$ cat src/rtl/keycode_pkg.sv
// Shared constants, state and direction encodings for the keyboard front end.
package keycode_pkg;

  localparam int unsigned CODE_W = 8;
  localparam int unsigned DIR_W  = 4;

  localparam logic [CODE_W-1:0] KEY_NONE = 8'h00;
  localparam logic [CODE_W-1:0] KEY_W    = 8'h1A;
  localparam logic [CODE_W-1:0] KEY_A    = 8'h04;
  localparam logic [CODE_W-1:0] KEY_S    = 8'h16;
  localparam logic [CODE_W-1:0] KEY_D    = 8'h07;

  // Bit positions inside the {up, down, left, right} direction vector
  localparam int unsigned DIR_UP    = 3;
  localparam int unsigned DIR_DOWN  = 2;
  localparam int unsigned DIR_LEFT  = 1;
  localparam int unsigned DIR_RIGHT = 0;

  typedef enum logic [1:0] {
    IDLE   = 2'd0,
    HELD   = 2'd1,
    REPEAT = 2'd2
  } kf_state_t;

  typedef struct packed {
    logic press;
    logic rel;
    logic rpt;
  } kf_pulse_t;

  function automatic logic [DIR_W-1:0] decode_dir(input logic [CODE_W-1:0] code);
    logic [DIR_W-1:0] d;
    d = '0;
    case (code)
      KEY_W:   d[DIR_UP]    = 1'b1;
      KEY_S:   d[DIR_DOWN]  = 1'b1;
      KEY_A:   d[DIR_LEFT]  = 1'b1;
      KEY_D:   d[DIR_RIGHT] = 1'b1;
      default: d = '0;
    endcase
    return d;
  endfunction

endpackage

$ cat src/rtl/keycode_debounce.sv
// Registers the raw keycode and reports when one value has held for STABLE_CYCLES.
module keycode_debounce
  import keycode_pkg::*;
#(
  parameter int unsigned STABLE_CYCLES = 1024
) (
  input  logic              Clk,
  input  logic              Reset,
  input  logic [CODE_W-1:0] keycode_in,
  output logic [CODE_W-1:0] stable_code,
  output logic              stable
);

  localparam int unsigned       CNT_W   = $clog2(STABLE_CYCLES);
  localparam logic [CNT_W-1:0]  CNT_MAX = CNT_W'(STABLE_CYCLES - 1);

  logic [CODE_W-1:0] kq;
  logic [CODE_W-1:0] cand;
  logic [CNT_W-1:0]  cnt;

  // Any change of the sampled code restarts the count; otherwise count up and hold at the top
  always_ff @(posedge Clk or posedge Reset) begin
    if (Reset) begin
      kq   <= KEY_NONE;
      cand <= KEY_NONE;
      cnt  <= '0;
    end else begin
      kq <= keycode_in;
      if (kq != cand) begin
        cand <= kq;
        cnt  <= '0;
      end else if (cnt != CNT_MAX) begin
        cnt <= cnt + CNT_W'(1);
      end
    end
  end

  assign stable_code = cand;
  assign stable      = (kq == cand) && (cnt == CNT_MAX);

endmodule

$ cat src/rtl/keycode_filter.sv
// Debounced keycode with frame-aligned press/release/auto-repeat pulses and WASD decode.
module keycode_filter
  import keycode_pkg::*;
#(
  parameter int unsigned STABLE_CYCLES = 1024,
  parameter int unsigned REPEAT_DELAY  = 30,
  parameter int unsigned REPEAT_RATE   = 6
) (
  input  logic       Clk,
  input  logic       Reset,
  input  logic [7:0] keycode_in,
  input  logic       vs,
  output logic [7:0] key_code,
  output logic [3:0] dir,
  output logic       press_pulse,
  output logic       release_pulse,
  output logic       repeat_pulse,
  output logic       frame_tick
);

  localparam int unsigned FCNT_MAX = (REPEAT_DELAY > REPEAT_RATE) ? REPEAT_DELAY : REPEAT_RATE;
  localparam int unsigned FCNT_W   = $clog2(FCNT_MAX + 1);
  localparam logic [FCNT_W-1:0] DELAY_CNT = FCNT_W'(REPEAT_DELAY);
  localparam logic [FCNT_W-1:0] RATE_CNT  = FCNT_W'(REPEAT_RATE);

  logic [CODE_W-1:0] stable_code;
  logic              stable;

  keycode_debounce #(
    .STABLE_CYCLES(STABLE_CYCLES)
  ) u_debounce (
    .Clk        (Clk),
    .Reset      (Reset),
    .keycode_in (keycode_in),
    .stable_code(stable_code),
    .stable     (stable)
  );

  kf_state_t         state_q, state_d;
  logic [FCNT_W-1:0] fcnt_q, fcnt_d, fcnt_inc_c;
  logic              vs_q, vs_q2;
  logic              tick_c;
  logic              commit_c;
  logic [CODE_W-1:0] key_d;
  logic [DIR_W-1:0]  dir_d;
  kf_pulse_t         pulse_d;

  assign tick_c     = vs_q & ~vs_q2;
  assign commit_c   = stable && (stable_code != key_code);
  assign fcnt_inc_c = fcnt_q + FCNT_W'(1);

  // State, counters and every output register
  always_ff @(posedge Clk or posedge Reset) begin
    if (Reset) begin
      vs_q          <= 1'b1;
      vs_q2         <= 1'b1;
      frame_tick    <= 1'b0;
      state_q       <= IDLE;
      fcnt_q        <= '0;
      key_code      <= KEY_NONE;
      dir           <= '0;
      press_pulse   <= 1'b0;
      release_pulse <= 1'b0;
      repeat_pulse  <= 1'b0;
    end else begin
      vs_q          <= vs;
      vs_q2         <= vs_q;
      frame_tick    <= tick_c;
      state_q       <= state_d;
      fcnt_q        <= fcnt_d;
      key_code      <= key_d;
      dir           <= dir_d;
      press_pulse   <= pulse_d.press;
      release_pulse <= pulse_d.rel;
      repeat_pulse  <= pulse_d.rpt;
    end
  end

  // A commit takes priority over a coincident frame tick, so repeat never overlaps press/release
  always_comb begin
    state_d = state_q;
    fcnt_d  = fcnt_q;
    key_d   = key_code;
    dir_d   = dir;
    pulse_d = '0;

    if (commit_c) begin
      key_d         = stable_code;
      dir_d         = decode_dir(stable_code);
      pulse_d.press = (stable_code != KEY_NONE);
      pulse_d.rel   = (key_code != KEY_NONE);
      fcnt_d        = '0;
      state_d       = (stable_code != KEY_NONE) ? HELD : IDLE;
    end else if (frame_tick) begin
      unique case (state_q)
        HELD: begin
          if (fcnt_inc_c == DELAY_CNT) begin
            pulse_d.rpt = 1'b1;
            fcnt_d      = '0;
            state_d     = REPEAT;
          end else begin
            fcnt_d = fcnt_inc_c;
          end
        end
        REPEAT: begin
          if (fcnt_inc_c == RATE_CNT) begin
            pulse_d.rpt = 1'b1;
            fcnt_d      = '0;
          end else begin
            fcnt_d = fcnt_inc_c;
          end
        end
        default: begin
          fcnt_d = fcnt_q;
        end
      endcase
    end
  end

endmodule

$ cat config.mk
export PLATFORM = sky130hd
export DESIGN_NAME = keycode_filter
export DESIGN_NICKNAME = d
export VERILOG_FILES = /design/src/rtl/keycode_pkg.sv /design/src/rtl/keycode_debounce.sv /design/src/rtl/keycode_filter.sv
export SDC_FILE = /design/constraint.sdc
export NUM_CORES = 1
export LEC_CHECK = 0
export ABC_AREA = 1
export BUFFER_PORTS_ARGS = -buffer_cell sky130_fd_sc_hd__buf_2
export CORE_MARGIN = 4
export CORE_UTILIZATION = 50
export DETAILED_ROUTE_END_ITERATION = 8
export GPL_TIMING_DRIVEN = 0
export PLACE_DENSITY = 0.74
export SLEW_MARGIN = 15
export SYNTH_ARGS = -nofsm -noshare
export SYNTH_HDL_FRONTEND = slang
export SYNTH_SLANG_ARGS = --single-unit
$ cat constraint.sdc
create_clock -name Clk -period 2.7 [get_ports Clk]
set_input_delay 0.54 -clock Clk [delete_from_list [all_inputs] [get_ports Clk]]
set_output_delay 0.54 -clock Clk [all_outputs]
set_load 0.01 [all_outputs]
# Yosys cells after proc, flatten, opt, wreduce, memory -nomap -nowiden
# Index checks and enable logic that the tools add are counted.
# Widths: inputs -> output; s select.
dict set report word_totals {
  reg_bits 51
  output_inout_bits 16
  word_cells 63
  input_bits 11
}
dict set report classes {
  n_eq_ne 13
  n_addsub 2
  reduce_logical 11
  mux 22
  bitwise 2
}
# cell count
set op_table {}
lappend op_table {{$mux 10} 2}
lappend op_table {{$mux 5} 4}
lappend op_table {{$eq 8x3->1 const B} 2}
lappend op_table {{$eq 8x5->1 const B} 2}
lappend op_table {{$ne 8x8->1} 2}
lappend op_table {{$reduce_bool 8->1} 2}
lappend op_table {{$add 10x1->10 const B} 1}
lappend op_table {{$eq 10x10->1 const B} 1}
lappend op_table {{$mux 2} 5}
lappend op_table {{$ne 10x10->1 const B} 1}
lappend op_table {{$pmux 5 s2} 1}
lappend op_table {{$mux 1} 9}
lappend op_table {{$eq 8x8->1} 1}
lappend op_table {{$reduce_bool 2->1} 4}
lappend op_table {{$add 5x1->5 const B} 1}
lappend op_table {{$eq 5x3->1 const B} 1}
lappend op_table {{$eq 5x5->1 const B} 1}
lappend op_table {{$reduce_and 3->1} 1}
lappend op_table {{$reduce_bool 3->1} 1}
lappend op_table {{$eq 2x1->1 const B} 1}
lappend op_table {{$eq 2x2->1 const B} 1}
lappend op_table {{$logic_and 1x1->1} 2}
lappend op_table {{$pmux 1 s2} 1}
lappend op_table {{$reduce_and 2->1} 1}
lappend op_table {{other kinds (2)} 2}

# Depth between registers and ports, before layout
dict set report logic_depth {
  ltp_word 6
  ltp_mapped 12
  mapped_depth_nobuf 12
}

# Modules after synthesis
# From an unflattened synthesis, not the netlist that was laid out.
dict set report hier_totals {
  cells_unflattened 320
  area_unflattened_um2 2561.2
}
# module cells_per_inst seq_area_each_um2 n_inst area_per_inst_um2
set by_module_without_submodules {}
lappend by_module_without_submodules {keycode_filter 184 628.1 1 1387.6}
lappend by_module_without_submodules {keycode_debounce 136 650.6 1 1173.6}

# Least setup slack after synthesis
# No wires, ideal clock.
dict set report synth_timing {
  path_type {reg2reg}
  start {register u_debounce.cnt[0]}
  end {register key_code[2]}
  period_less_slack_ns 1.592
  path_slack_ns 1.108
  arrival_ns 1.474
  required_time_ns 2.583
  stages_incl_launch_ff 10
  setup_ns 0.117
  n_path_buf 1
  path_cell_list {dfrtp_1 -> ha_1 -> nand3_2 -> nor2_2 -> nand2_1 -> nor3_4 -> nand3_4 -> buf_6 -> nand2_2 -> o21ai_2}
}
dict set report synth_between {
  elab_chain_cells 3
}
# element line_no
set synth_rtl {}
lappend synth_rtl {{start: declaration} keycode_debounce.sv:19} ;# logic [CNT_W-1:0] cnt;
lappend synth_rtl {{start signal: assignment} keycode_debounce.sv:33} ;# cnt <= cnt + CNT_W'(1);
lappend synth_rtl {{$eq 10x10->1} keycode_debounce.sv:39} ;# assign stable = (kq == cand) && (cnt == CNT_MAX);
lappend synth_rtl {{$logic_and 1x1->1} keycode_debounce.sv:39}
lappend synth_rtl {{$logic_and 1x1->1} keycode_filter.sv:49} ;# assign commit_c = stable && (stable_code != key_code);
lappend synth_rtl {{end signal: assignment} keycode_filter.sv:71} ;# key_code <= key_d;
lappend synth_rtl {{end: declaration} keycode_filter.sv:13} ;# output logic [7:0] key_code,
# No other way between the ends.
# A chain may end at the register's enable or synchronous reset.

# Final worst setup path
dict set report layout_timing {
  start {register u_debounce.cnt[0]}
  end {register dir[0]}
}
dict set report layout_between {
  elab_chain_cells 3
}
# element line_no
set layout_rtl {}
lappend layout_rtl {{$eq 10x10->1} keycode_debounce.sv:39}
lappend layout_rtl {{$logic_and 1x1->1} keycode_debounce.sv:39}
lappend layout_rtl {{$logic_and 1x1->1} keycode_filter.sv:49}
lappend layout_rtl {{end signal: assignment} keycode_filter.sv:72} ;# dir <= dir_d;
lappend layout_rtl {{end: declaration} keycode_filter.sv:14} ;# output logic [3:0] dir,
# No other way between the ends.

==> results.cfg <==
[clock_network]
root_buffer = clkbuf_8
cts_setup_buffers = 0
cts_tree = built
cts_buffers = 5
holdBufCountCts = 0
ctsHtreeMaxLevel = 2
cts_buffer_depth = 2
cts.sink_count = 51
insertion_delay_ns = 0.30
cts_resized = 0
path_clk_slew_ns = 0.09

[sta]
tightestPinTransition_ns = 0.404
rsz0062_at_grt = no
max_freq_mhz = 551
drv_slew = 0
finalCritPeriodShare_pct = 67.2
worst_clock_skew_ns = 0.00537
finalHoldWorstSlack_ns = 0.217
totalNegativeSetupSlack_ns = 0
min_period_ns = 1.81
maxSlewHeadroom_pct = 72.8
hold_viol_final = 0
finalSetupViolCount = 0

[die]
start_util_pct = 52.5
rows = 25
die_w_um = 79.1
die_h_um = 79.1
pin_count = 27
die-area_sq_mm = 0.00626
core_sq_mm = 0.00482

[critical_path]
cp_max_fo = 10
cp-start-kind = flip-flop
cpMaxStageDelayCell = dfrtp_1
crit_type = reg -> reg
startpoint = u_debounce.cnt[0]
crit_required_ns = 2.89
crit_chain = ha_1, nand3_2, nor2_2, nand2_1, nor3_4, nand3_4, buf_6, nand2_2, o21ai_2
reg2reg_from = u_debounce.cnt[0]
endpoint_kind = flip-flop
max_stage_delay_ns = 0.41
cp.arrival_ns = 2.01

[placed_design]
gp_congestion = 0.810
place.port_buffers = 26
dp_hpwl_um = 3470

[run_status]
status = complete, no violations

[routing]
routed_wl_um = 4610
drtIter0Drc = 93
viasPerCell = 4.87
drt-pass1-iter-count = 4
routedWlPerCell_um = 11.7
antenna_left = 0
drc = 0
vias = 1927

[finish]
antenna-diode-count = 0
fill_cells = 438
final_nets = 344
layout-drive-gt1-share_pct = 24.9
synthToLayoutAreaGrowth_pct = 13.9

[yosys]
ys_types = 30
yosys_register_bits = 51
netlist_instances = 294
syn_area_per_cell_sq_um = 8.61
synth_area_leader_cell = dfrtp_1
syn_nets = 310
synth_top_area_share_pct = 48.5
ys_seq_area_share_pct = 50.5
syn_area_sq_mm = 0.00253
yosys_warnings = 0
yosys-top-cells-area = dfrtp_1 48%, nand2_1 11%, inv_1 5.6%, o21ai_2 4.2%, nand4_1 3.0%

[grt]
grt_overflow_total = 0
antenna_found_initial = 0
grt_pass1_wl_um = 8150
grt_max_degree = 36
grt_pass1_vias = 1834
grt_use_total_pct = 16.4

[power_and_ir_drop]
power_mw = 1.41
power.leakage_nw = 1.49
ir_drop_mv = 0.386
power_density_mw_per_mm2 = 489

[run]
cap_violations = 0

[hold_path]
hold_path.class = in -> async
## logic make-up after synthesis
| family | share of synthesized area (%) |
|---|---|
| compound gates | 8.16 |
| xor+xnor | 2.77 |
| fa+ha+maj | 2.47 |
| buf+inv | 9.94 |
| flops | 50.5 |
| simple gates | 26.1 |
## cell type report
type / count / area [sq um] / share of cell area (%)
Sequential cell: 51 / 1280 / 44.4
Multi-Input combinational cell: 182 / 1000 / 34.7
Inverter: 50 / 188 / 6.51
Timing Repair Buffer: 27 / 150 / 5.21
Tap cell: 67 / 83.8 / 2.91
Clock buffer: 6 / 82.6 / 2.87
Buffer: 11 / 63.8 / 2.21
Clock inverter: 2 / 35.0 / 1.22
## flip-flops by register name, summed over array words and instances (netlist names), 2 cells and up
signal / flops
fcnt_q: 5
u_debounce.cnt: 10
u_debounce.stable_code: 8
dir: 4
u_debounce.kq: 8
state_q: 2
key_code: 8
## layer usage
layer	part of all wire, %	track usage (%)	vias to the layer above
met5	0	0	-
met3	3.1	3.40	8
li1	-	-	979
met4	1.8	5.67	0
met2	49	27.2	32
met1	47	21.4	908
## Yosys cell counts
cell type / number
ha_1: 5
nor3_4: 1
nor2_8: 1
a31oi_1: 1
a21oi_1: 6
nand3_2: 1
dfstp_2: 2
o21ai_0: 1
o21ai_1: 7
inv_1: 38
xnor2_1: 4
o211a_1: 1
and3_1: 1
inv_2: 11
nor4_1: 3
nand2_1: 72
buf_6: 3
o22ai_1: 1
nor2_1: 20
nand3_1: 14
xor2_1: 4
nor2_2: 3
nand3_4: 1
clkinv_1: 1
nand2_2: 10
o21ai_2: 12
a21oi_2: 1
nand4_1: 12
dfrtp_1: 49
clkbuf_1: 8
## final timing paths
| path | to | slack, ns | cells after the start |
|---|---|---|---|
| max | dir[0] | 0.89 | 9 |
| min | release_pulse | 0.22 | 2 |
| max reg2reg | dir[0] | 0.89 | 9 |
| min reg2reg | vs_q2 | 0.37 | 0 |
| max in group asynchronous | vs_q | 1.91 | 3 |
| min in group Clk | vs_q | 0.33 | 1 |
## power breakdown
part	internal [mW]	total (mW)	switching [mW]
sequential	0.779	0.793	0.0137
combinational	0.0249	0.0706	0.0457
clock	0.300	0.546	0.246
total	1.10	1.41	0.305
## per-stage QoR
stage	worst slack [ns]	util, %	cells	cell area, sq um
2_1_floorplan	0.934	-	294	2530
3_3_place_gp	0.291	57.0	387	2740
3_5_place_dp	0.909	57.4	388	2760
4_1_cts	0.883	59.8	396	2880
5_1_grt	0.708	59.8	396	2880
6_report	0.886	59.8	396	2880
## worst max-delay path, delay by kind of cell (launching register included)
family | cells | cell delay (ns)
and+or+nand+nor | 6 | 0.84
DFF | 1 | 0.41
adders and majority gates | 1 | 0.22
buffers and inverters | 1 | 0.20
AOI/OAI and AO/OA | 1 | 0.05
## cell usage in the layout, fill, tap and decap left out, types with 5 or more instances in the layout
cell,n
a21oi_1,6
inv_1,37
dfrtp_1,49
clkbuf_1,8
ha_1,5
buf_2,26
nor2_1,20
nand2_2,10
inv_2,12
clkbuf_8,6
nand2_1,72
o21ai_2,12
o21ai_1,7
nand3_1,14
nand4_1,12
Power figures use the tool's default switching activity.
